<file path="src/rtl/asteroid_field.sv">
// Falling-rock generator for the VGA playfield: N_ROCKS square slots spawn at pseudo-random
// columns once every SPAWN_FRAMES frames, fall SPEED lines per frame and retire at the bottom.
module asteroid_field #(
   parameter int          N_ROCKS      = 4,
   parameter int          SIZE         = 30,
   parameter int          SPEED        = 1,
   parameter int          LEFT_BOUND   = 144,
   parameter int          RIGHT_BOUND  = 784,
   parameter int          TOP_BOUND    = 35,
   parameter int          BOTTOM_BOUND = 515,
   parameter int          SPAWN_FRAMES = 60,
   parameter logic [15:0] LFSR_SEED    = 16'hACE1
) (
   input  logic               clk,
   input  logic               resetn,
   input  logic [9:0]         HCounter,
   input  logic [9:0]         VCounter,
   input  logic               enable,
   input  logic [N_ROCKS-1:0] kill_mask,
   output logic               pixel_on,
   output logic [2:0]         rock_id,
   output logic [3:0]         active_count,
   output logic               escaped
);

   localparam int X_SPAN = RIGHT_BOUND - LEFT_BOUND - SIZE;
   localparam int TW     = (SPAWN_FRAMES > 1) ? $clog2(SPAWN_FRAMES) : 1;

   localparam logic [0:0] S_IDLE    = 1'b0;
   localparam logic [0:0] S_FALLING = 1'b1;

   logic [9:0]         h_prev;
   logic [15:0]        lfsr;
   logic [TW-1:0]      timer;
   logic [N_ROCKS-1:0] state_q, state_d;
   logic [10:0]        top_q [N_ROCKS];
   logic [10:0]        top_d [N_ROCKS];
   logic [10:0]        x_q   [N_ROCKS];
   logic [10:0]        x_d   [N_ROCKS];
   logic [N_ROCKS-1:0] retire;
   logic [N_ROCKS-1:0] spawn_sel;
   logic [10:0]        moved;
   logic [10:0]        off_wrap, spawn_off, spawn_x;
   logic [15:0]        lfsr_next;
   logic               tick, run, wrap;
   logic [10:0]        hpos, vpos;
   logic               hit_any;
   logic [2:0]         hit_id;
   logic [3:0]         cnt_d;

   // The "previous HCounter non-zero" term keeps a dwelling counter from re-triggering.
   assign tick = (HCounter == 10'd0) && (VCounter == 10'd0) && (h_prev != 10'd0);
   assign run  = tick && enable;
   assign wrap = run && (timer == TW'(SPAWN_FRAMES - 1));

   assign lfsr_next = {1'b0, lfsr[15:1]} ^ (lfsr[0] ? 16'hB400 : 16'h0000);

   always_comb begin
      off_wrap = {1'b0, lfsr[9:0]};
      if (off_wrap >= 11'(X_SPAN))
         off_wrap = off_wrap - 11'(X_SPAN);
      spawn_off = (off_wrap > 11'(X_SPAN - 1)) ? 11'(X_SPAN - 1) : off_wrap;
   end

   assign spawn_x = 11'(LEFT_BOUND) + spawn_off;

   // Lowest-index IDLE slot; a slot being killed this clk is still FALLING so never selected.
   always_comb begin
      spawn_sel = '0;
      for (int i = N_ROCKS - 1; i >= 0; i--) begin
         if (state_q[i] == S_IDLE) begin
            spawn_sel    = '0;
            spawn_sel[i] = 1'b1;
         end
      end
   end

   always_comb begin
      state_d = state_q;
      top_d   = top_q;
      x_d     = x_q;
      retire  = '0;
      moved   = '0;
      for (int i = 0; i < N_ROCKS; i++) begin
         moved = top_q[i] + 11'(SPEED);
         if (state_q[i] == S_FALLING) begin
            if (kill_mask[i]) begin
               state_d[i] = S_IDLE;
            end else if (run) begin
               if (moved + 11'(SIZE) >= 11'(BOTTOM_BOUND)) begin
                  state_d[i] = S_IDLE;
                  retire[i]  = 1'b1;
               end else begin
                  top_d[i] = moved;
               end
            end
         end else if (wrap && spawn_sel[i]) begin
            state_d[i] = S_FALLING;
            top_d[i]   = 11'(TOP_BOUND);
            x_d[i]     = spawn_x;
         end
      end
   end

   assign hpos = {1'b0, HCounter};
   assign vpos = {1'b0, VCounter};

   // Strict-bounds hit test; iterating downward leaves the lowest index as the winner.
   always_comb begin
      hit_any = 1'b0;
      hit_id  = 3'd0;
      cnt_d   = 4'd0;
      for (int i = N_ROCKS - 1; i >= 0; i--) begin
         if ((state_q[i] == S_FALLING) &&
             (x_q[i] < hpos) && (hpos < x_q[i] + 11'(SIZE)) &&
             (top_q[i] < vpos) && (vpos < top_q[i] + 11'(SIZE))) begin
            hit_any = 1'b1;
            hit_id  = 3'(i);
         end
      end
      for (int i = 0; i < N_ROCKS; i++)
         cnt_d = cnt_d + 4'(state_q[i]);
   end

   always_ff @(posedge clk or negedge resetn) begin
      if (!resetn) begin
         h_prev       <= 10'd0;
         lfsr         <= LFSR_SEED;
         timer        <= '0;
         state_q      <= {N_ROCKS{S_IDLE}};
         top_q        <= '{default: 11'(TOP_BOUND)};
         x_q          <= '{default: 11'(LEFT_BOUND)};
         pixel_on     <= 1'b0;
         rock_id      <= 3'd0;
         active_count <= 4'd0;
         escaped      <= 1'b0;
      end else begin
         h_prev       <= HCounter;
         lfsr         <= lfsr_next;
         if (run)
            timer <= wrap ? '0 : timer + TW'(1);
         state_q      <= state_d;
         top_q        <= top_d;
         x_q          <= x_d;
         pixel_on     <= hit_any;
         rock_id      <= hit_id;
         active_count <= cnt_d;
         escaped      <= |retire;
      end
   end

endmodule

</file>
<file path="config.mk">
export PLATFORM = sky130hd
export DESIGN_NAME = asteroid_field
export DESIGN_NICKNAME = d
export VERILOG_FILES = /design/src/rtl/asteroid_field.sv
export SDC_FILE = /design/constraint.sdc
export NUM_CORES = 1
export LEC_CHECK = 0
export CORE_UTILIZATION = 59
export CTS_BUF_LIST = sky130_fd_sc_hd__clkbuf_4
export DETAILED_ROUTE_END_ITERATION = 16
export PLACE_DENSITY = 0.76
export SLEW_MARGIN = 20
export SYNTH_ARGS = -nofsm -noshare
export SYNTH_HDL_FRONTEND = slang
export SYNTH_SLANG_ARGS = --single-unit
</file>
<file path="constraint.sdc">
create_clock -name clk -period 3.3 [get_ports clk]
set_input_delay 0.33 -clock clk [delete_from_list [all_inputs] [get_ports clk]]
set_output_delay 0.33 -clock clk [all_outputs]
set_load 0.01 [all_outputs]
</file>
==> summary.txt <==
Status
  – Outcome: completed

Floorplanning
  – Die W: 142.8 um
  – Core area: 19460 um^2
  – Die Y: 142.8 um
  – # rows: 51
  – Initial core utilization: 60.08%
  – Count of boundary I/O pins: 36
  – Die ar.: 20390 um^2

Place
  – Final GP Congestion: between 0.9 and 1
  – DP Cell Count: 1693
  – Pre-CTS setup slack: -0.01013 ns
  – Detail Placement HPWL: 24930 um
  – IO Port Bufs: 33

Worst setup path
  – Cells on worst reg2reg path: 14
  – Crit-path max cell delay: around 0.43 ns
  – Critical path class: reg2reg
  – CP max stage cell: dfrtp_1
  – Crit path max fanout: 4
  – CP Cell Sequence: inv_1, ha_2, or3b_4, nand3_1, o21ai_0, a211o_1, o31ai_4, nand2_2, and2_4, ha_2, a22o_1, a31o_2, xor2_4, o21ai_0
  – Critical path launch point type: flip-flop
  – Crit path DAT: about 3.6 ns
  – Crit path required time: 3.77 ns
  – CP endpoint kind: flip-flop

STA
  – Final worst path period need: 3.161 ns
  – Max-slew headroom: 52.29%
  – Fin. Hold Viols: 0
  – Fin Hold WS: 0.2957 ns
  – Final worst-path cycle share: between 90% and 100%
  – Skew final: 0.02368 ns
  – Slew Viols, Final: 0
  – # setup viols final: 0
  – Fmax: 316.3 MHz
  – Setup TNS: 0 ns
  – Post-route setup slack: ~0.14 ns
  – Worst Max-Slew Pin Slew: around 0.71 ns

Pwr
  – Power per cell area: approximately 240 nW/um^2
  – Power, Total: 3238 uW
  – Leakage: between 0.006 and 0.007 uW
  – VDD IR-drop max: 215.3 uV

CTS
  – Clock Tree Root: clkbuf_4
  – Clock transition at the registers of the reported paths: 0.13 ns
  – CTS Buffer Depth: 2
  – Latest clock arrival within the worst-skew pair: 0.60 ns
  – TritonCTS clock tree: built
  – CTS H-tree lvls: 4
  – TritonCTS buffer count: 17
  – Clock sink count: 131

Synthesis
  – Ys Warns: 0
  – Ys async rst share: 100.0%
  – Post-synthesis register bit count: 131
  – Seq/Total Area, Yosys: 28.33%
  – Post-synth cell types: 83
  – EDFF count, synth: 0
  – Syn Std Cell Area: 11690 um^2
  – Gate Count Post-Synth: between 1000 and 1500
  – Post-synth top flop: dfrtp_1
  – Post-synthesis area per instance: just under 9 um^2

Drt
  – Drt wl/cell: 18.82 um
  – Total wire length: 32670 um
  – Post-route ant nets: 0
  – Via count: 10860
  – Iteration-0 DRC Markers: 835
  – Post-DR vias/cell: 6.257
  – 1st-pass router iterations: 7
  – # DRC: 0

Layout
  – # nets final: 1662
  – Layout cell share with drive strength beyond 1: 15.59%
  – Final Instance Count excl. Fillers: about 1700
  – Commonest non-fill, non-tap cells in the layout: ha_1 (173), nand2_1 (122), buf_4 (107), dfrtp_1 (100), inv_1 (83)
  – Most common cell after layout, fill and taps aside: ha_1
  – Area Overhead vs Synth: 16.01%

Run
  – Max Cap Violations: 0

Global route
  – Most used routing layer: met2
  – Grt met3 use: 5.701%
  – Overflow after GRT: 0
  – Met1 Use GR: 45.64%
  – Vias in the first global route: 10250
  – Largest net degree at the start of global routing: 72
  – Gr usage total: 33.17%
  – First-pass GRT wire length: 52050 um
  – Grt met2 use: between 50 and 60%
  – Initial antenna violation count: 1

Worst hold path
  – Hold crit path type: in2async
repair_timing:
item	CTS	global route
buffers inserted	2	6
pin swaps	0	6
endpoints found under the hold margin	51	0
hold buffers	1	0
gates resized for setup	3	36
endpoints found under the setup margin	8	20
worst max-delay path, delay by kind of cell, from the launching register on:
family                     cells  cell delay [ns]
AOI/OAI and AO/OA              6             1.10
xor gates and xnor gates       1             0.22
adders and majority gates      2             0.39
buffers and inverters          1             0.10
DFF                            1             0.43
and+or+nand+nor                4             0.82
path summary, 6_finish.rpt:
| path | from | endpoint | slack, ns |
|---|---|---|---|
| worst max-delay path | lfsr[1] | x_q[41] | 0.14 |
| min in group clk | HCounter[4] | h_prev[4] | 0.35 |
| max in group asynchronous | resetn | x_q[37] | 2.19 |
| worst min-delay path | resetn | top_q[26] | 0.30 |
| worst max register to register | lfsr[1] | x_q[41] | 0.14 |
| worst min register to register | lfsr[12] | lfsr[11] | 0.37 |
per-layer routing:
| metal | up-vias | routed length (um) |
|---|---|---|
| met3 | 80 | 2173 |
| met2 | 375 | 14640 |
| met4 | 0 | 1056 |
| met5 | - | 0 |
| met1 | 5243 | 14800 |
| li1 | 5165 | - |
final cells by class:
type	count	area (um^2)
repair buffers	142	1165
fillers	1529	5897
clock inverters	14	200.2
inverters	84	315.3
diodes	2	5.005
clock buffers	18	135.1
flip-flops and latches	131	3317
well taps	265	331.6
multi-input cells	1080	8097
stage by stage:
stage / util (%) / cell area (um^2)
final: 69.70 / 13570
after detailed placement: 66.69 / 12980
after global routing: 69.70 / 13570
after CTS: 68.65 / 13360
after global placement: 66.69 / 12980
after floorplan: - / 11770
sequential cells by signal (all words and copies together) (netlist names):
name	count
timer	6
x_q	44
active_count	3
escaped	1
top_q	44
state_q	4
lfsr	16
rock_id	2
h_prev	10
pixel_on	1
power by group:
part	total, uW	leakage (uW)	internal (uW)	switching [uW]
sequential	1610	0.00162	1610	1.21
combinational	308	0.00435	127	182
clock	1320	0.000178	623	693
total	3240	0.00615	2360	876
synthesized netlist by cell type (all sizes together) (16+ instances only):
| cell | number | area, um^2 |
|---|---|---|
| o21ai | 89 | 445.4 |
| inv | 84 | 315.3 |
| a21o | 17 | 127.6 |
| nand4 | 32 | 200.2 |
| nand2 | 123 | 461.7 |
| ha | 178 | 2227 |
| and2 | 18 | 115.1 |
| clkbuf | 43 | 161.4 |
| nor3 | 30 | 150.1 |
| xnor2 | 71 | 621.9 |
| o21a | 17 | 127.6 |
| nor2 | 82 | 307.8 |
| a21oi | 61 | 305.3 |
| nand2b | 16 | 100.1 |
| nand3 | 47 | 235.2 |
| dfstp | 28 | 735.7 |
| nor4 | 22 | 150.1 |
| dfrtp | 103 | 2577 |
| xor2 | 26 | 227.7 |
cells by family after synthesis:
logic type | count (synthesis) | share of synthesized area (%)
flip-flops | 131 | 28.33
other | 1 | 0.03207
buffers and inverters | 136 | 4.537
multiplexers | 14 | 1.295
adder cells (fa/ha/maj) | 179 | 19.22
AO/OA/AOI/OAI | 333 | 19.21
AND/OR/NAND/NOR | 455 | 20.12
XOR/XNOR | 97 | 7.265
(Power assumes the default switching activity.)
